<file path="config.mk">
export PLATFORM = sky130hd
export DESIGN_NAME = bomb_keypad_entry
export DESIGN_NICKNAME = d
export VERILOG_FILES = /design/src/rtl/bomb_keypad_entry.sv
export SDC_FILE = /design/constraint.sdc
export NUM_CORES = 1
export LEC_CHECK = 0
export ABC_AREA = 1
export CORE_MARGIN = 1.5
export CORE_UTILIZATION = 45
export DETAILED_ROUTE_END_ITERATION = 10
export PLACE_DENSITY_LB_ADDON = 0.25
export RECOVER_POWER = 100
export SYNTH_ARGS = -nofsm -noshare
export SYNTH_HDL_FRONTEND = slang
export SYNTH_SLANG_ARGS = --single-unit
</file>
<file path="constraint.sdc">
create_clock -name clk -period 5.9 [get_ports clk]
set_input_delay 0.885 -clock clk [delete_from_list [all_inputs] [get_ports clk]]
set_output_delay 0.885 -clock clk [all_outputs]
set_load 0.005 [all_outputs]
</file>
<file path="src/rtl/bomb_keypad_entry.sv">
// rtl/bomb_keypad_entry.sv - 4x4 keypad scanner, debouncer and defuse-code entry checker
module bomb_keypad_entry #(
   parameter int          SCAN_DIV        = 30,
   parameter int          DEBOUNCE_FRAMES = 3,
   parameter int          CODE_LEN        = 4,
   parameter logic [15:0] CODE            = 16'h1234,
   parameter int          MAX_TRIES       = 3
) (
   input  logic       clk,
   input  logic       rst,
   input  logic       start,
   output logic [3:0] row,
   input  logic [3:0] col,
   output logic [3:0] key_code,
   output logic       key_valid,
   output logic [2:0] digits,
   output logic       success,
   output logic       wrong,
   output logic       lockout
);

   localparam int                DIV_W      = (SCAN_DIV > 1) ? $clog2(SCAN_DIV) : 1;
   localparam int                STAB_W     = $clog2(DEBOUNCE_FRAMES + 1);
   localparam logic [DIV_W-1:0]  DIV_LAST   = DIV_W'(SCAN_DIV - 1);
   localparam logic [STAB_W-1:0] STAB_MAX   = STAB_W'(DEBOUNCE_FRAMES);
   localparam logic [2:0]        CODE_LEN_V = 3'(CODE_LEN);
   localparam logic [2:0]        TRIES_V    = 3'(MAX_TRIES);
   localparam logic [15:0]       CODE_MASK  = 16'((33'd1 << (4 * CODE_LEN)) - 33'd1);
   localparam logic [4:0]        RES_NONE   = 5'h10;
   localparam logic [3:0]        KEY_STAR   = 4'd14;

   typedef enum logic {
      DB_RELEASED,
      DB_PRESSED
   } db_state_t;

   typedef enum logic [1:0] {
      EN_IDLE,
      EN_ARMED,
      EN_DONE_OK,
      EN_LOCKED
   } en_state_t;

   // keypad position to key code; '*' and '#' get the two top codes
   function automatic logic [3:0] key_map(input logic [1:0] r, input logic [1:0] c);
      logic [3:0] k;
      case ({r, c})
         4'h0: k = 4'd1;
         4'h1: k = 4'd2;
         4'h2: k = 4'd3;
         4'h3: k = 4'd10;
         4'h4: k = 4'd4;
         4'h5: k = 4'd5;
         4'h6: k = 4'd6;
         4'h7: k = 4'd11;
         4'h8: k = 4'd7;
         4'h9: k = 4'd8;
         4'hA: k = 4'd9;
         4'hB: k = 4'd12;
         4'hC: k = 4'd14;
         4'hD: k = 4'd0;
         4'hE: k = 4'd15;
         default: k = 4'd13;
      endcase
      return k;
   endfunction

   logic [3:0]        col_meta;
   logic [3:0]        col_sync;
   logic              scan_en;
   logic [DIV_W-1:0]  div_cnt;
   logic [1:0]        row_idx;
   logic              div_tc;
   logic              frame_end;

   logic [3:0]        col_low;
   logic [2:0]        row_hits;
   logic [1:0]        col_idx;
   logic [1:0]        row_sat;
   logic [2:0]        hit_sum;
   logic [1:0]        tot_hits;
   logic [3:0]        row_key;
   logic [3:0]        frame_key;
   logic [4:0]        frame_res;
   logic [1:0]        acc_hits;
   logic [3:0]        acc_key;

   db_state_t         db_state;
   db_state_t         db_next;
   logic [4:0]        last_res;
   logic [STAB_W-1:0] stab_cnt;
   logic [STAB_W-1:0] stab_next;
   logic              accept;

   en_state_t         en_state;
   en_state_t         en_next;
   logic [15:0]       code_buf;
   logic [15:0]       buf_n;
   logic [2:0]        digits_n;
   logic [2:0]        tries;
   logic [2:0]        tries_n;
   logic              success_n;
   logic              wrong_n;
   logic              lockout_n;

   // two-flop synchronizer for the asynchronous column inputs
   always_ff @(posedge clk or negedge rst) begin
      if (!rst) begin
         col_meta <= 4'hF;
         col_sync <= 4'hF;
      end else begin
         col_meta <= col;
         col_sync <= col_meta;
      end
   end

   assign div_tc    = scan_en && (div_cnt == DIV_LAST);
   assign frame_end = div_tc && (row_idx == 2'd3);
   assign row       = scan_en ? ~(4'b0001 << row_idx) : 4'b1111;

   // row-step divider; scanning begins the cycle after start is seen
   always_ff @(posedge clk or negedge rst) begin
      if (!rst) begin
         scan_en <= 1'b0;
         div_cnt <= '0;
         row_idx <= 2'd0;
      end else if (!start) begin
         scan_en <= 1'b0;
         div_cnt <= '0;
         row_idx <= 2'd0;
      end else begin
         scan_en <= 1'b1;
         if (scan_en) begin
            if (div_tc) begin
               div_cnt <= '0;
               row_idx <= row_idx + 2'd1;
            end else begin
               div_cnt <= div_cnt + DIV_W'(1);
            end
         end
      end
   end

   // decode the current row sample and merge it with the frame so far
   always_comb begin
      col_low  = ~col_sync;
      row_hits = 3'(col_low[0]) + 3'(col_low[1]) + 3'(col_low[2]) + 3'(col_low[3]);
      col_idx  = 2'd0;
      for (int c = 0; c < 4; c++) begin
         if (col_low[c]) col_idx = 2'(c);
      end
      row_sat   = (row_hits >= 3'd2) ? 2'd2 : row_hits[1:0];
      hit_sum   = {1'b0, acc_hits} + {1'b0, row_sat};
      tot_hits  = (hit_sum >= 3'd2) ? 2'd2 : hit_sum[1:0];
      row_key   = key_map(row_idx, col_idx);
      frame_key = (row_hits == 3'd1) ? row_key : acc_key;
      frame_res = (tot_hits == 2'd1) ? {1'b0, frame_key} : RES_NONE;
   end

   // per-frame accumulation of how many keys were seen and which one
   always_ff @(posedge clk or negedge rst) begin
      if (!rst) begin
         acc_hits <= 2'd0;
         acc_key  <= 4'd0;
      end else if (!start) begin
         acc_hits <= 2'd0;
         acc_key  <= 4'd0;
      end else if (div_tc) begin
         if (frame_end) begin
            acc_hits <= 2'd0;
            acc_key  <= 4'd0;
         end else begin
            acc_hits <= tot_hits;
            if (row_hits == 3'd1) acc_key <= row_key;
         end
      end
   end

   // debounce next state: a press or release needs a run of identical frames
   always_comb begin
      db_next   = db_state;
      accept    = 1'b0;
      stab_next = stab_cnt;
      if (frame_res == last_res) begin
         if (stab_cnt != STAB_MAX) stab_next = stab_cnt + STAB_W'(1);
      end else begin
         stab_next = STAB_W'(1);
      end
      if (frame_end) begin
         case (db_state)
            DB_RELEASED: begin
               if (!frame_res[4] && (stab_next == STAB_MAX)) begin
                  db_next = DB_PRESSED;
                  accept  = 1'b1;
               end
            end
            default: begin
               if (frame_res[4] && (stab_next == STAB_MAX)) db_next = DB_RELEASED;
            end
         endcase
      end
   end

   // debounce state, stability run and the accepted key outputs
   always_ff @(posedge clk or negedge rst) begin
      if (!rst) begin
         db_state  <= DB_RELEASED;
         last_res  <= RES_NONE;
         stab_cnt  <= '0;
         key_code  <= 4'd0;
         key_valid <= 1'b0;
      end else if (!start) begin
         db_state  <= DB_RELEASED;
         last_res  <= RES_NONE;
         stab_cnt  <= '0;
         key_code  <= 4'd0;
         key_valid <= 1'b0;
      end else begin
         db_state  <= db_next;
         key_valid <= accept;
         if (accept) key_code <= frame_res[3:0];
         if (frame_end) begin
            last_res <= frame_res;
            stab_cnt <= stab_next;
         end
      end
   end

   // entry next state: collect digits, compare one cycle after the buffer fills
   always_comb begin
      en_next   = en_state;
      buf_n     = code_buf;
      digits_n  = digits;
      tries_n   = tries;
      success_n = success;
      wrong_n   = 1'b0;
      lockout_n = lockout;
      case (en_state)
         EN_IDLE: en_next = EN_ARMED;
         EN_ARMED: begin
            if (digits == CODE_LEN_V) begin
               if ((code_buf & CODE_MASK) == (CODE & CODE_MASK)) begin
                  success_n = 1'b1;
                  en_next   = EN_DONE_OK;
               end else begin
                  wrong_n  = 1'b1;
                  buf_n    = 16'h0000;
                  digits_n = 3'd0;
                  tries_n  = tries + 3'd1;
                  if ((tries + 3'd1) == TRIES_V) begin
                     lockout_n = 1'b1;
                     en_next   = EN_LOCKED;
                  end
               end
            end else if (key_valid) begin
               if (key_code <= 4'd9) begin
                  buf_n    = {code_buf[11:0], key_code};
                  digits_n = digits + 3'd1;
               end else if (key_code == KEY_STAR) begin
                  buf_n    = 16'h0000;
                  digits_n = 3'd0;
               end
            end
         end
         default: en_next = en_state;
      endcase
   end

   // entry state and result registers, cleared whenever start is low
   always_ff @(posedge clk or negedge rst) begin
      if (!rst) begin
         en_state <= EN_IDLE;
         code_buf <= 16'h0000;
         digits   <= 3'd0;
         tries    <= 3'd0;
         success  <= 1'b0;
         wrong    <= 1'b0;
         lockout  <= 1'b0;
      end else if (!start) begin
         en_state <= EN_IDLE;
         code_buf <= 16'h0000;
         digits   <= 3'd0;
         tries    <= 3'd0;
         success  <= 1'b0;
         wrong    <= 1'b0;
         lockout  <= 1'b0;
      end else begin
         en_state <= en_next;
         code_buf <= buf_n;
         digits   <= digits_n;
         tries    <= tries_n;
         success  <= success_n;
         wrong    <= wrong_n;
         lockout  <= lockout_n;
      end
   end

endmodule

</file>
## After elaboration in Yosys (flattened, before gate mapping)

Memories as Yosys holds them, arrays and structs flattened.
Cells that the tools add are included.
Widths: inputs -> output; s select.

| word-level totals | value |
|---|---|
| output and inout bits | 15 |
| ROM bits | 64 |
| bits in registers | 62 |
| bits of input ports | 7 |
| memories | 1 |
| logic and storage cells | 147 |

Memories:

| memory | words | width | read ports | clocked after Yosys merged registers in | write ports | line | source |
|---|---|---|---|---|---|---|---|
| (no name shown) | 16 | 4 | 1 | 0 | 0 | 47 | `case ({r, c})` |

| operators by class | value |
|---|---|
| order comparisons | 3 |
| shift operators | 1 |
| add/sub/neg operators | 9 |
| equal/unequal tests | 27 |
| mux-type cells | 73 |
| bitwise logic cells | 2 |
| reductions and logical operators | 12 |

Operators by type and width:

| kind | count |
|---|---|
| $mux 16 | 7 |
| $mux 2 | 18 |
| $mux 3 | 11 |
| $mux 5 | 6 |
| $mux 4 | 7 |
| $mux 1 | 23 |
| $eq 16x13->1 const B | 1 |
| $ne 2x1->1 const B | 8 |
| $reduce_and 3->1 | 3 |
| $not 4->4 | 2 |
| $reduce_and 4->1 | 2 |
| $add 3x1->3 const B | 2 |
| $ge 3x2->1 const B | 2 |
| $ne 3x1->1 const B | 2 |
| $ne 3x3->1 const B | 2 |
| $add 5x1->5 const B | 1 |
| $eq 5x5->1 | 1 |
| $eq 5x5->1 const B | 1 |
| $add 2x1->2 const B | 2 |
| $eq 2x1->1 const B | 2 |
| $eq 2x2->1 const B | 2 |
| $eq 4x4->1 const B | 1 |
| $le 4x4->1 const B | 1 |
| $logic_and 1x1->1 | 4 |
| 15 further kinds | 16 |

## Longest topological paths before layout

Gate-level depths: netlist of the first run.

| logic depth | value |
|---|---|
| depth in word-level cells | 20 |
| mapped depth | 23 |
| gate-level depth less buffers | 23 |

## Worst setup path before layout of the first run

No wires, ideal clock.

| path | value |
|---|---|
| kind | reg-to-reg |
| start | register col_sync[3] |
| end | register key_code[0] |
| buffers on the path | 1 |
| setup time | 65 ps |
| clock period less this slack | 3629 ps |
| path slack | 2271 ps |
| arrival time | 3564 ps |
| stages on the path, launching flop included | 24 |
| data required time | 5835 ps |
| cells stage by stage | dfstp_2 fa_1 inv_1 ha_1 inv_1 ha_1 inv_1 o31ai_1 nor2_1 ha_1 inv_1 fa_1 nand2_1 nor2_4 buf_2 nand4_1 nand2_1 nor2_2 nand2_2 nor2_4 nand2_4 nor3_4 nand3_1 nand2_1 |

| between the ends | value |
|---|---|
| word-level cells in the longest chain between the ends | 17 |
| elaborated cells on any way between the ends | 24 |
| classes of those cells | add/sub: 2; order compare: 2; eq/ne: 5; mux: 11; bitwise: 1; reduce/logical: 2; memory: 1 |

RTL lines:

| item | line | source |
|---|---|---|
| from (decl) | 69 | `logic [3:0] col_sync;` |
| from (signal assigned) | 113 | `col_sync <= col_meta;` |
| $not 4->4 * | 146 | `col_low = ~col_sync;` |
| $add 3x1->3 | 147 | `row_hits = 3'(col_low[0]) + 3'(col_low[1]) + 3'(col_low[2]) + 3'(col_low[3]);` |
| $ge 3x2->1 | 152 | `row_sat = (row_hits >= 3'd2) ? 2'd2 : row_hits[1:0];` |
| $mux 2 | 152 |  |
| $add 2x2->3 | 153 | `hit_sum = {1'b0, acc_hits} + {1'b0, row_sat};` |
| $ge 3x2->1 | 154 | `tot_hits = (hit_sum >= 3'd2) ? 2'd2 : hit_sum[1:0];` |
| $mux 2 | 154 |  |
| $eq 2x1->1 | 157 | `frame_res = (tot_hits == 2'd1) ? {1'b0, frame_key} : RES_NONE;` |
| $mux 5 * | 157 |  |
| $eq 5x5->1 | 184 | `if (frame_res == last_res) begin` |
| $mux 2 | 184 |  |
| $eq 2x2->1 | 192 | `if (!frame_res[4] && (stab_next == STAB_MAX)) begin` |
| $logic_and 1x1->1 | 192 |  |
| $mux 1 | 192 |  |
| $mux 1 | 190 | `case (db_state)` |
| $mux 1 | 189 | `if (frame_end) begin` |
| $ne 2x1->1 (no source line) | -- |  |
| to (signal assigned) | 221 | `if (accept) key_code <= frame_res[3:0];` |
| to (decl) | 14 | `output logic [3:0] key_code,` |

Every way passes the cells marked *; elsewhere a longest branch is shown, timed or not. The select of a mux whose other input is x is not followed.
A chain may end at the register's enable or synchronous reset.

## Worst setup path after layout of the first run

| path | value |
|---|---|
| start | register col_sync[3] |
| end | register key_code[1] |

Same word-level chain as after synthesis.

==> metrics, run 1 <==
I/O Pins 22; critical path endpoint category flop; launching point of the worst reg2reg path col_sync[3]$_DFF_PN1_; post-route ant nets 0; H-tree depth 3; most frequent cells after synthesis inv_1 (68), nand2_1 (64), dfrtp_1 (53); Die X 87.34 um; pin count of the biggest net entering global routing 63; WL/cell between 10 and 15 um; Routability Congestion roughly 0.85; Critical path origin col_sync[3]$_DFF_PN1_; Sinks on Clock Net between 60 and 70; reg2reg end key_code[1]$_DFFE_PN0P_; cell repeated most along the worst path nand2_1; async set-or-reset flop fraction in the synthesized netlist 100.0%; post-synth top area cell dfrtp_1; end point of the critical path key_code[1]$_DFFE_PN0P_; Final Util 53.68%; Final period util around 80%; ys flop type dfrtp_1; share of layout cells above drive strength 1 10.71%; total wire length 5958 um; gr ovfl total 0; Max-cap violations 1; TritonCTS clock tree yes; Die Footprint roughly 0.0076 mm^2; Met2 Wirelength 2848 um; max frequency 0.2107 GHz; Slew Viols, Final 63; Finished Layout Cells 488; Cell variety after synth 34; CTS Hold Bufs 0; number of detailed-route iterations in the first pass 5; CP Class reg -> reg; RSZ-0062 raised after global routing no; port bufs 21; P per Cell Area 265.3 mW/mm^2; Top Metal Used met4; Hold Fails Final Rpt 0; first-pass GRT wire length 10230 um; register area share after synthesis between 40 and 50%; Met3 Routed Length 147 um; worst slew pin tran 3.240 ns; worst reg2reg path depth 21; CP Cell Sequence fa_1 > inv_1 > ha_1 > inv_1 > ha_1 > inv_1 > o31ai_1 > nor2_1 > fa_1 > nand2_1 > nor2_1 > nand3_2 > nand2_1 > nand2_1 > nor2_2 > nand2_2 > nor2_1 > nand2_4 > nor3_1 > nand3_1 > nand2_1; Total GRT Usage 17.35%; HPWL Detailed 4258 um; Syn Inst Count 361; area grow syn2layout 14.58%; initial antenna violation count 0; post-CTS setup buffer count 0; Hold Slack ~0.36 ns; DRC violations left 0; failing checks max-capacitance violations, max-slew violations; CP required 6.17 ns; Worst EP arrival 5.02 ns; placed cells between 400 and 500; status finished, violations left; Post-synth EDFFs 0; syn_area_per_cell approximately 8.9 um^2; Die Ht ~87 um; syn_nets just under 400; Cell Area, Synth 0.003201 mm^2; DRT met1 WL approximately 2900 um; CTS Buf Count 9; VDD IR max around 0.11 mV; initial DRC count 119; Gates resized, CTS repair 0; initial core utilization about 47%; CP max stage delay 0.66 ns; clock root cell clkbuf_8; n_diodes 0; Seq cells post-synth slightly above 60; setup TNS 0 ns; Pleak 0.001781 uW; Final min period roughly 4.7 ns; Final Net Count 416; Yosys warnings 0; core area 0.006832 mm^2; clock-pin slew on the worst setup and hold paths 0.07 ns; share of the synthesized area in the top cell type 41.44%; Worst-Skew Late Latency 0.34 ns; R2R setup slack between 1 and 1.5 ns; Slew HR -116.0%; Area contributors post-synth dfrtp_1 (41%), inv_1 (8.0%), nand2_1 (7.5%); vias in the first global route 2324; CP max FO 13; Clock Tree Buf Depth 2; Setup crit start kind flop; Slowest-stage cell, CP nor2_1; row count 30; routed via count between 2000 and 2500; most common cell in the netlist inv_1; Finish-stage setup viols 0; Tot Pwr 973.0 uW; skew final around 0.011 ns; Hold Path Class reg -> reg; Via-to-Cell Ratio 4.951
[per-layer routing]
metal	global-route usage (%)	vias up
li1	-	1227
met1	22.51	1149
met2	28.32	32
met3	3.128	8
met4	7.648	0
met5	0	-
[where the power goes]
group	internal [uW]	total [uW]	switching [uW]
logic	52.0	141	89.4
registers	446	460	14.3
clock network	214	371	158
[critical path, delay by kind of cell (launching register included)]
family | cells | cell delay (ns)
and+or+nand+nor | 13 | 2.23
adders and majority gates | 4 | 1.40
DFF | 1 | 0.60
AOI/OAI and AO/OA | 1 | 0.29
buffers and inverters | 3 | 0.17
[through the flow]
step	setup WS, ns	area, um^2
global route	0.8038	3667
floorplan	2.271	3201
finish	1.155	3667
CTS	1.922	3705
global placement	2.047	3507
detailed placement	1.947	3507
[cells by family after synthesis]
| logic type | synth area share, % |
|---|---|
| AND/OR/NAND/NOR | 21.27 |
| adder cells (fa/ha/maj) | 8.679 |
| XOR/XNOR | 0.8211 |
| flip-flops | 48.83 |
| buffers and inverters | 9.030 |
| AO/OA/AOI/OAI | 11.38 |
[flip-flops by register name, indices dropped and copies added (netlist names)]
signal,cells
tries,3
success,1
row_idx,2
stab_cnt,2
code_buf,16
key_valid,1
col_meta,4
col_sync,4
en_state,2
lockout,1
div_cnt,5
scan_en,1
last_res,5
digits,3
wrong,1
acc_hits,2
key_code,4
acc_key,4
db_state,1
[how the worst min path moves through the flow]
stage	startpoint	endpoint	slack (ns)	cells past startpoint
after detailed placement	col_meta[2]$_DFF_PN1_	col_sync[2]$_DFF_PN1_	0.35	0
after CTS	col_meta[1]$_DFF_PN1_	col_sync[1]$_DFF_PN1_	0.36	0
after global routing	col_meta[0]$_DFF_PN1_	col_sync[0]$_DFF_PN1_	0.36	0
final	col_meta[1]$_DFF_PN1_	col_sync[1]$_DFF_PN1_	0.36	0
after floorplan	col_meta[0]$_DFF_PN1_	col_sync[0]$_DFF_PN1_	0.35	0
after global placement	col_meta[1]$_DFF_PN1_	col_sync[1]$_DFF_PN1_	0.35	0
[area by class of cell]
type | count | area [um^2]
clock inverters | 4 | 46.29
multi-input cells | 223 | 1315
clock buffers | 11 | 151.4
fillers | 664 | 3164
inverters | 70 | 262.8
well taps | 96 | 120.1
repair buffers | 22 | 209.0
flip-flops and latches | 62 | 1563
[layout by cell type, fill, tap and decap left out, drive strengths merged, types with 10 or more instances in the layout]
master       synthesis  layout
clkbuf               3      12
dfrtp               53      53
dlygate4sd3          0      19
ha                  19      19
inv                 70      70
nand2               71      71
nand3               28      28
nand4               10      10
nor2                25      25
o21ai               26      26
o22ai               21      21
Note: power is estimated with default switching activity, not from simulation.
==> inputs of run 2 (changes only) <==
clock period = 4.7 ns   (was 5.9 ns; I/O delays follow)
==> run 2 against run 1 <==
Net effect: combinational power grew 26%; design area is essentially flat; count of clock-buffer cells in the layout is the same; flip-flop and latch count is the same; worst setup slack lost 0.59 ns; sequential share of layout area is essentially flat; total power grew 25%; the run still ends with max-capacitance violations, max-slew violations left; register-to-register slack lost 0.59 ns; wire length is the same; clock skew shrank 0.00084 ns; largest power group unchanged; sequential power grew 26%; first-iteration DRC count grew 0.84%.
==> metrics, run 2 (synthesized netlist as in run 1, its figures left out) <==
port bufs 21 (unchanged); post-route ant nets 0 (unchanged); CP max FO 13 (unchanged); total wire length 5958 um (unchanged); skew final 0.01064 ns (was 0.01148 ns); failing checks max-capacitance violations, max-slew violations (unchanged); gr ovfl total 0 (unchanged); clock-pin slew on the worst setup and hold paths 0.07 ns (about the same); Via-to-Cell Ratio 4.949 (was 4.951); Biggest register code_buf (unchanged); VDD IR max 0.1431 mV (was 0.1135 mV); placed cells 473 (unchanged); multi-input logic area 0.001316 mm^2 (was 0.001315 mm^2); setup ws final 0.5603 ns (was 1.155 ns); Routability Congestion 0.8524 (was 0.8523); Slew Viols, Final 63 (unchanged); Int Pwr 893.3 uW (was 711.7 uW); grt peak-use layer met2 (unchanged); share of layout cells above drive strength 1 10.20% (was 10.71%); dpl ws 0.7466 ns (was 1.947 ns); Flop pwr share 47.3% (about the same); status finished, violations left (unchanged); Finish-stage setup viols 0 (unchanged); DRC violations left 0 (unchanged); CTS Buf Count 9 (unchanged); routed via count 2415 (was 2416); Setup crit start kind flop (unchanged); number of detailed-route iterations in the first pass 4 (was 5); Worst EP arrival 4.42 ns (was 5.02 ns); Buf/Inv on CP 3 (unchanged); Worst-Skew Late Latency 0.34 ns (about the same); met2 Usage GRT 28.32% (unchanged); WL/cell 12.21 um (unchanged); core area 0.006832 mm^2 (unchanged); area grow syn2layout 14.62% (was 14.58%); Total GRT Usage 17.35% (unchanged); met1 usage 22.51% (unchanged); critical path endpoint category flop (unchanged); CP Class reg -> reg (unchanged); worst slew pin tran 3.235 ns (was 3.240 ns); I/O Pins 22 (unchanged); most frequent cells in the layout inv_1 (69), nand2_1 (65), dfrtp_1 (53), o21ai_0 (25), nand3_1 (24) (was inv_1 (69), nand2_1 (64), dfrtp_1 (53), o21ai_0 (25), nor2_1 (22)); Hold Path Class reg -> reg (unchanged); CP Cell Sequence fa_1 > inv_1 > ha_1 > inv_1 > ha_1 > inv_1 > o31ai_1 > nor2_1 > fa_1 > nand2_1 > nor2_4 > nand3_1 > nand2_1 > nand2_1 > nor2_2 > nand2_2 > nor2_1 > nand2_4 > nor3_4 > nand3_1 > nand2_1 (was fa_1 > inv_1 > ha_1 > inv_1 > ha_1 > inv_1 > o31ai_1 > nor2_1 > fa_1 > nand2_1 > nor2_1 > nand3_2 > nand2_1 > nand2_1 > nor2_2 > nand2_2 > nor2_1 > nand2_4 > nor3_1 > nand3_1 > nand2_1); max frequency 0.2416 GHz (was 0.2107 GHz); first-pass GRT wire length 10230 um (unchanged); Slowest-stage cell, CP dfstp_1 (was nor2_1); Final Net Count 416 (unchanged); max reg flops 16 (unchanged); Final Util 53.70% (was 53.68%); TritonCTS clock tree yes (unchanged); Hold Slack 0.3554 ns (about the same); Sinks on Clock Net 62 (unchanged); combinational share of power 14.5% (about the same); Finished Layout Cells 488 (unchanged); CTS Hold Bufs 0 (unchanged); vias in the first global route 2324 (unchanged); CP max stage delay 0.60 ns (was 0.66 ns); initial DRC count 120 (was 119); Die Ht 87.34 um (unchanged); met3 GRT Util 3.128% (unchanged); Hold Fails Final Rpt 0 (unchanged); cell repeated most along the worst path nand2_1 (unchanged); CP delay by family, top simple AND/OR/NAND/NOR gates (unchanged); Pleak 0.001780 uW (was 0.001781 uW); biggest regs code_buf (16), div_cnt (5), last_res (5) (unchanged); Final min period 4.140 ns (was 4.745 ns); initial core utilization 46.85% (unchanged); HPWL Detailed 4258 um (unchanged); n_diodes 0 (unchanged); setup TNS 0 ns (unchanged); initial antenna violation count 0 (unchanged); Max-cap violations 1 (unchanged); sw power 327.7 uW (was 261.3 uW); H-tree depth 3 (unchanged); Die X 87.34 um (unchanged); CP required 4.98 ns (was 6.17 ns); P per Cell Area 332.8 mW/mm^2 (was 265.3 mW/mm^2); Layout fillers 665 (was 664); Die Footprint 0.007627 mm^2 (unchanged); row count 30 (unchanged); pin count of the biggest net entering global routing 63 (unchanged); Sw Share 26.84% (was 26.85%); clock share of power 38.2% (was 38.1%); Final period util 88.08% (was 80.42%); Reg area 0.001563 mm^2 (unchanged); Slew HR -115.7% (was -116.0%); commonest non-fill, non-tap cell in the layout inv_1 (unchanged); Clock Tree Buf Depth 2 (unchanged); RSZ-0062 raised after global routing no (unchanged); clock root cell clkbuf_8 (unchanged); Gates resized, CTS repair 0 (unchanged); post-CTS setup buffer count 0 (unchanged)
[run 2: changes by cell type in the layout (fill, tap and decap cells not counted)]
| cell | before | now |
|---|---|---|
| nand3_2 | 7 | 4 |
| nor2_4 | 0 | 1 |
| nor3_1 | 4 | 3 |
| nand2_2 | 6 | 5 |
| nor2_1 | 22 | 21 |
| nor3_4 | 0 | 1 |
| nand3_1 | 21 | 24 |
| nand2_1 | 64 | 65 |
[run 2: layout make-up]
type,count,area share (%)
clock buffer,11,4.127
clock inverter,4,1.262
inverter,70,7.162
multi-input combinational,223,35.88
sequential,62,42.60
tap,96,3.274
timing repair buffer,22,5.696
[run 2: metal layers]
metal  vias up  routed length (um)
met1      1149                2803
met3         8                 170
met4         0                 105
met5         -                   0
li1       1229                   -
met2        29                2878
[run 2: per-stage QoR]
stage	power (uW)	area, um^2
global route	1291	3669
CTS	1249	3705
global placement	772.0	3507
finish	1221	3669
floorplan	705.4	3201
detailed placement	778.2	3507
[run 2: power by group through the flow]
| stage | registers [uW] | logic [uW] | clock network [uW] |
|---|---|---|---|
| 6_report | 578 | 177 | 466 |
| 5_1_grt | 581 | 204 | 505 |
| 4_1_cts | 579 | 191 | 479 |
| 3_5_place_dp | 588 | 190 | 0 |
| 3_3_place_gp | 588 | 184 | 0 |
| 2_1_floorplan | 587 | 118 | 0 |
[run 2: final timing paths]
path	slack, ns	startpoint	to	depth (start not counted)
max reg2reg	0.56	col_sync[3]$_DFF_PN1_	key_code[1]$_DFFE_PN0P_	21
max in group asynchronous	1.33	rst	acc_key[0]$_DFFE_PN0N_	2
min reg2reg	0.36	col_meta[1]$_DFF_PN1_	col_sync[1]$_DFF_PN1_	0
min in group asynchronous	1.54	rst	div_cnt[4]$_DFFE_PN0P_	2
max	0.56	col_sync[3]$_DFF_PN1_	key_code[1]$_DFFE_PN0P_	21
min	0.36	col_meta[1]$_DFF_PN1_	col_sync[1]$_DFF_PN1_	0
